<file path="src/rtl/pkt_send_gen.sv">
// Per-port packet source for the shared-cache switch.
// A start pulse in IDLE emits one packet on the write interface: a header beat,
// then `length` payload beats, followed by a one-cycle done pulse.
// The priority input is named `pri` because `priority` is a reserved word in SystemVerilog.
// rst_n is synchronous and active-high: asserted = 1, despite the suffix.
module pkt_send_gen #(
    parameter  int DATA_WIDTH      = 32,
    parameter  int PORT_NUB_TOTAL  = 4,
    parameter  int PRIORITY        = 8,
    parameter  int DATA_LENGTH_MAX = 512,
    localparam int W_SEL           = $clog2(PORT_NUB_TOTAL),
    localparam int W_PRI           = $clog2(PRIORITY),
    localparam int W_LEN           = $clog2(DATA_LENGTH_MAX)
) (
    input  logic                  clk,
    input  logic                  rst_n,
    input  logic                  start,
    input  logic [W_SEL-1:0]      dest,
    input  logic [W_PRI-1:0]      pri,
    input  logic [W_LEN-1:0]      length,
    output logic                  done,
    output logic                  wr_sop,
    output logic                  wr_eop,
    output logic                  wr_vld,
    output logic [DATA_WIDTH-1:0] wr_data
);

    // The state names the beat currently on the outputs: IDLE also covers the done cycle.
    typedef enum logic [1:0] {
        IDLE = 2'd0,
        HDR  = 2'd1,
        BODY = 2'd2
    } state_t;

    state_t           state;
    logic [W_SEL-1:0] cap_dest;
    logic [W_PRI-1:0] cap_pri;
    logic [W_LEN-1:0] cap_len;
    logic [W_LEN-1:0] beat_cnt;
    logic [15:0]      seq;

    // Header: dest in the low bits, then priority, length and the sequence number. Upper bits are 0.
    function automatic logic [DATA_WIDTH-1:0] make_hdr(
        input logic [W_SEL-1:0] d,
        input logic [W_PRI-1:0] p,
        input logic [W_LEN-1:0] l,
        input logic [15:0]      s
    );
        logic [DATA_WIDTH-1:0] h;
        h                              = '0;
        h[W_SEL-1:0]                   = d;
        h[W_SEL +: W_PRI]              = p;
        h[W_SEL+W_PRI +: W_LEN]        = l;
        h[W_SEL+W_PRI+W_LEN +: 16]     = s;
        return h;
    endfunction

    // Payload beat k: the beat index in [15:0] and the sequence number in [31:16].
    function automatic logic [DATA_WIDTH-1:0] make_payload(
        input logic [W_LEN-1:0] k,
        input logic [15:0]      s
    );
        logic [DATA_WIDTH-1:0] p;
        p        = '0;
        p[15:0]  = 16'(k);
        p[31:16] = s;
        return p;
    endfunction

    // Packet FSM. Every output is driven from this one registered block.
    // NOTE: sequential state uses non-blocking (<=) so that every register samples pre-edge values.
    always_ff @(posedge clk) begin
        if (rst_n) begin
            state    <= IDLE;
            cap_dest <= '0;
            cap_pri  <= '0;
            cap_len  <= '0;
            beat_cnt <= '0;
            seq      <= '0;
            done     <= 1'b0;
            wr_sop   <= 1'b0;
            wr_eop   <= 1'b0;
            wr_vld   <= 1'b0;
            wr_data  <= '0;
        end else begin
            // Idle defaults. Each state overrides these only when it drives a beat.
            done    <= 1'b0;
            wr_sop  <= 1'b0;
            wr_eop  <= 1'b0;
            wr_vld  <= 1'b0;
            wr_data <= '0;

            case (state)
                IDLE: begin
                    if (start) begin
                        cap_dest <= dest;
                        cap_pri  <= pri;
                        cap_len  <= length;
                        wr_vld   <= 1'b1;
                        wr_sop   <= 1'b1;
                        wr_eop   <= (length == '0);
                        wr_data  <= make_hdr(dest, pri, length, seq);
                        state    <= HDR;
                    end
                end

                HDR: begin
                    if (cap_len == '0) begin
                        // The header was also the last beat.
                        done  <= 1'b1;
                        seq   <= seq + 16'd1;
                        state <= IDLE;
                    end else begin
                        beat_cnt <= W_LEN'(1);
                        wr_vld   <= 1'b1;
                        wr_eop   <= (cap_len == W_LEN'(1));
                        wr_data  <= make_payload(W_LEN'(1), seq);
                        state    <= BODY;
                    end
                end

                BODY: begin
                    if (beat_cnt == cap_len) begin
                        done  <= 1'b1;
                        seq   <= seq + 16'd1;
                        state <= IDLE;
                    end else begin
                        beat_cnt <= beat_cnt + W_LEN'(1);
                        wr_vld   <= 1'b1;
                        wr_eop   <= ((beat_cnt + W_LEN'(1)) == cap_len);
                        wr_data  <= make_payload(beat_cnt + W_LEN'(1), seq);
                    end
                end

                default: state <= IDLE;
            endcase
        end
    end

endmodule

</file>
<file path="config.mk">
export PLATFORM = sky130hd
export DESIGN_NAME = pkt_send_gen
export DESIGN_NICKNAME = d
export VERILOG_FILES = /design/src/rtl/pkt_send_gen.sv
export SDC_FILE = /design/constraint.sdc
export NUM_CORES = 1
export LEC_CHECK = 0
export BUFFER_PORTS_ARGS = -buffer_cell sky130_fd_sc_hd__buf_2
export CAP_MARGIN = 10
export CELL_PAD_IN_SITES_DETAIL_PLACEMENT = 0
export CELL_PAD_IN_SITES_GLOBAL_PLACEMENT = 1
export CORE_ASPECT_RATIO = 0.6
export CORE_MARGIN = 5
export CORE_UTILIZATION = 40
export DETAILED_ROUTE_END_ITERATION = 8
export PLACE_DENSITY_LB_ADDON = 0.1
export SYNTH_ARGS = -nofsm -noshare
export SYNTH_HDL_FRONTEND = slang
export SYNTH_SLANG_ARGS = --single-unit
</file>
<file path="constraint.sdc">
create_clock -name clk -period 3.7 [get_ports clk]
set_clock_uncertainty 0.2 [all_clocks]
set_input_delay 0 -clock clk [delete_from_list [all_inputs] [get_ports clk]]
set_output_delay 0 -clock clk [all_outputs]
set_load 0.02 [all_outputs]
</file>
Word-level counts from Yosys, hierarchy flattened
Index checks and enable logic that the tools add are counted.
Word-level totals
  register bits: 72
  input bits: 17
  output and inout port bits: 36
  word-level logic and storage cells: 56
Operators by class
  add/subtract/negate cells: 2
  equal/unequal tests: 10
  muxes and demuxes: 25
  bitwise gates (word level): 1
  reductions and logical operators: 9
Operator list (number)
  case mux 32 bit (3 select lines): 1
  2-to-1 mux 32 bit: 2
  2-to-1 mux 16 bit: 2
  case mux 16 bit (2 select lines): 1
  2-to-1 mux 30 bit: 1
  == test 9 bit: 2
  logical NOT 9 bit: 2
  2-to-1 mux 9 bit: 2
  case mux 9 bit (2 select lines): 1
  adder 16 x 1 -> 16 bit, second input constant: 1
  inequality test 2 bit, second input constant: 5
  adder 9 x 1 -> 9 bit, second input constant: 1
  == test 9 x 1 -> 1 bit, second input constant: 1
  2-to-1 mux 1 bit: 8
  2-to-1 mux 2 bit: 3
  case mux 1 bit (3 select lines): 2
  case mux 2 bit (3 select lines): 1
  AND reduction 3 bit: 2
  AND reduction 2 bit: 2
  == test 2 x 1 -> 1 bit, second input constant: 1
  == test 2 bit, second input constant: 1
  logical NOT 2 bit: 1
  case mux 1 bit (2 select lines): 1
  nonzero test 2 bit: 1
  other kinds (2): 2

Logic depth before layout (Yosys ltp)
  depth after elaboration: 4
  depth in mapped cells: 9

Worst setup path after synthesis
Ideal clock, no wire load.
  path type: register -> register
  start point: reg cap_len[6]
  end point: reg seq[12]
  setup time: 0.123 ns
  arrival: 2.108 ns
  data required time: 3.377 ns
  setup slack: 1.268 ns
  stages on the path, launching flop included: 8
  path buffers: 2
  clock period less this slack: 2.432 ns
  cells stage by stage: dfxtp_1 > buf_6 > or4_4 > o31ai_4 > o21ai_2 > clkbuf_1 > nor4_1 > mux2_1
Between the ends
  cells in the longest elaborated chain, start to end: 3
  elaborated cells between the ends (all ways): 5
RTL lines
  start: declaration: RTL line 38  | logic [W_LEN-1:0] cap_len;
  start signal: assignment: RTL line 98  | cap_len <= length;
  == test 9 bit or logical NOT 9 bit (tied branches): RTL line 123, 108
  inequality test 2 bit (no line)
  AND reduction 3 bit (no line) *
  end signal: assignment: RTL line 111  | seq <= seq + 16'd1;
  end signal: assignment: RTL line 125  | seq <= seq + 16'd1;
  end: declaration: RTL line 40  | logic [15:0] seq;
Mark *: on every way between the ends. The rest lies on a longest branch, timed or not.
A chain may end at the register's enable or synchronous reset.

Final worst setup path
  start point: reg cap_len[5]
  end point: reg seq[14]
The elaborated chain is that of the path after synthesis.

==> flow_summary_export.csv <==
group,metric,value,unit
routing,dr.pass1.iters,5,
place,port-buffer-count,52,
logic_synthesis,synth_warnings,0,
logic_synthesis,synth_seq_cells,72,
global_routing,gr-usage-all-layers,20.23,%
timing,min_period_over_period,74.33,%
global_routing,grt_use_met1,33.66,%
clock_network,cts.sinks,72,
worst_setup_path,r2r_end,"seq[14]$_SDFFE_PP0P_",
clock_network,cts_root_buffer,"clkbuf_16",
timing,fin_crit,2.750,ns
global_routing,grt_max_degree,44,
floorplanning,coreArea,8426,sq um
timing,setup_viol,0,
place,dp_hpwl,7.276,mm
power_and_ir_drop,vdd_drop_max,0.3079,mV
power_and_ir_drop,power,1930,uW
global_routing,grt_first_pass_wirelength,16.35,mm
clock_network,cts_tree,"built",
place,gp_congestion,0.8934,
status,status,"completed",
routing,drcViolationCount,0,
timing,slew_headroom,29.66,%
logic_synthesis,synth_area,3427,sq um
worst_hold_path,hold_path.class,"input port to flop",
worst_setup_path,endpoint_kind,"flop",
worst_setup_path,path_buf_inv,1,
worst_setup_path,slowest_stage,"or4_4",
timing,max_freq,0.3636,GHz
layout,layout-drive-gt1-share,17.95,%
layout,nFillCells,812,
layout,finalNonFillerCells,580,
timing,timing_hold_violations_final,0,
clock_network,clockBufferDepth,2,
place,pre_cts_ws,1.011,ns
routing,via_count,3228,
floorplanning,initial_core_util,40.67,%
logic_synthesis,synthesis.nets,433,
clock_network,path_clk_slew,0.06,ns
logic_synthesis,yosysTopAreaCellShare,42.06,%
worst_hold_path,whs_endpoint,"wr_sop$_SDFF_PP0_",
timing,rsz0062_at_grt,"false",
layout,nets,486,
routing,wl_per_cell,17.66,um
routing,drt_iter0_markers,376,
routing,postRouteWirelength,10.24,mm
worst_setup_path,critical_path.top_delay_family,"simple AND/OR/NAND/NOR gates",
logic_synthesis,synthDistinctLibCells,49,
timing,setup_slack,0.9498,ns
timing,tightestPinTransition,1.050,ns
logic_synthesis,synth-seq-area-share,42.06,%
routing,final_antenna_net_count,0,
logic_synthesis,async_flop_share,0,%
clock_network,clock_latency,0.33,ns
power_and_ir_drop,leakage,0.001683,uW
global_routing,grt_pass1_vias,2882,
worst_setup_path,r2r_slack,0.95,ns
global_routing,grtUsageMet2,24.28,%
worst_setup_path,cp.required,3.76,ns
layout,ff_latch_area,1441,sq um
logic_synthesis,syn_inst,410,
worst_setup_path,worstSetupPathType,"flop to flop",
logic_synthesis,synthTopCellsByArea,"dfxtp_1, a21oi_1, nand2_1",
floorplanning,dieHeight,81.70,um
worst_setup_path,path_max_fanout,28,
global_routing,grt_overflow,0,
routing,viasPerCell,5.566,
job,cap_violations,0,
logic_synthesis,syn_area_per_cell,8.359,sq um
worst_setup_path,slowest_delay,0.60,ns
worst_hold_path,hold_start,"rst_n",
place,dp_cells,546,
layout,antenna_cells,0,
global_routing,globalRouteMet3Util,4.938,%
global_routing,antenna_found_initial,0,
floorplanning,dieArea,10580,sq um
logic_synthesis,synth_commonest_cells,"dfxtp_1, nand2_1, a21oi_1, clkbuf_1, o21ai_0",
worst_setup_path,startpoint_type,"flop",
clock_network,cts_htree_levels,3,
clock_network,numCtsBuffers,9,
global_routing,grt-busiest-layer,"met1",
logic_synthesis,synth-edff-count,0,
worst_setup_path,ff2ff_path_depth,6,
worst_setup_path,crit_arrival,2.81,ns
power_and_ir_drop,powerDensity,461.5,nW/um^2
logic_synthesis,yosysTopAreaCell,"dfxtp_1",
worst_setup_path,worstPathCellList,"or4_4, o31ai_4, o21ai_2, buf_4, or4_1, a21oi_1",
floorplanning,rows,26,
worst_hold_path,holdPathStages,3,
floorplanning,die_w,129.5,um
logic_synthesis,yosysMostFrequentCell,"dfxtp_1",
clock_network,post_cts_buffers,0,
timing,finalMaxSlewViolations,0,
layout,multi_input_area,1823,sq um
layout,area_delta_synth_final,22.05,%
worst_setup_path,r2r_start,"cap_len[5]$_SDFFE_PP0P_",
timing,finalSetupTns,0,ns
floorplanning,io_pins,53,
logic_synthesis,ys.flop_type,"dfxtp_1",
==> metrics by stage <==
stage / instance area (sq um) / util, % / hold WS [ns]
detailed placement: 3729 / 44.25 / 0.06902
global route: 4183 / 49.64 / 0.04901
CTS: 4183 / 49.64 / 0.01497
floorplan: 3427 / - / -0.06404
finish: 4183 / 49.64 / 0.03213
global placement: 3729 / 44.25 / 0.06234
==> sequential cells by signal (all words and copies together) (netlist names) <==
register / flops
wr_eop: 1
wr_sop: 1
done: 1
beat_cnt: 9
cap_len: 9
wr_data: 32
seq: 16
state: 2
wr_vld: 1
==> worst reg2reg max path: stages, from the launching register on <==
cell and delay (ns):
dfxtp_1 0.37, or4_4 0.60, o31ai_4 0.32, o21ai_2 0.22
buf_4 0.27, or4_1 0.53, a21oi_1 0.17
==> repair_timing <==
action / in CTS / in global routing
hold buffers: 18 / 0
endpoints found under the hold margin: 27 / 0
resized for setup: 0 / 0
==> where the power goes <==
part | switching (uW) | internal [uW] | leakage (uW)
Clock | 340 | 456 | 0.000125
Combinational | 198 | 103 | 0.000974
Sequential | 28.8 | 805 | 0.000584
==> worst max-delay path by stage <==
stage,startpoint,end,cells past startpoint
after floorplan,cap_len[6]$_SDFFE_PP0P_,seq[12]$_SDFFE_PP0P_,7
after detailed placement,cap_len[5]$_SDFFE_PP0P_,seq[2]$_SDFFE_PP0P_,6
after global routing,cap_len[5]$_SDFFE_PP0P_,seq[14]$_SDFFE_PP0P_,6
after global placement,cap_len[5]$_SDFFE_PP0P_,seq[14]$_SDFFE_PP0P_,6
after CTS,cap_len[5]$_SDFFE_PP0P_,seq[14]$_SDFFE_PP0P_,6
final,cap_len[5]$_SDFFE_PP0P_,seq[14]$_SDFFE_PP0P_,6
==> area by class of cell <==
type                            instances  area share [%]
Inverter                                7          0.6282
Clock buffer                           10           5.474
Clock inverter                          6           1.077
Timing Repair Buffer                   75           11.43
Multi-Input combinational cell        298           43.58
Sequential cell                        72           34.46
Tap cell                              112           3.350
==> layer usage <==
| layer | vias to the layer above | share of wire, % | wire length (um) |
|---|---|---|---|
| li1 | 1577 | - | - |
| met1 | 1501 | 55 | 5625 |
| met2 | 140 | 35 | 3566 |
| met3 | 10 | 9.2 | 942 |
| met4 | 0 | 1.1 | 109 |
| met5 | - | 0 | 0 |
==> cell families (layout without fill, tap and decap cells) <==
logic type | after synthesis | after routing | share of synthesized area [%]
buffers and inverters | 40 | 98 | 4.856
XOR/XNOR | 20 | 20 | 5.111
flip-flops | 72 | 72 | 42.06
adder cells (fa/ha/maj) | 6 | 6 | 2.191
AND/OR/NAND/NOR | 159 | 159 | 24.17
multiplexers | 5 | 5 | 1.606
AO/OA/AOI/OAI | 108 | 108 | 20.01
==> placed cells by master (no fill, tap or decap), types with 4 or more instances in the layout <==
cell	instances
nor2b_1	5
a22oi_1	4
or4_1	10
dfxtp_1	72
nand3_1	20
mux2_1	4
buf_4	5
nand4_1	4
nor3_1	11
xor2_1	9
nand2_1	52
a21oi_1	45
xnor2_1	11
ha_1	6
inv_1	7
buf_2	52
dlygate4sd3_1	18
or2_2	5
nand2b_1	4
o31ai_1	12
and3_1	17
o21ai_0	23
nor4_1	6
clkbuf_16	9
nor2_1	14
Power figures use the tool's default switching activity.
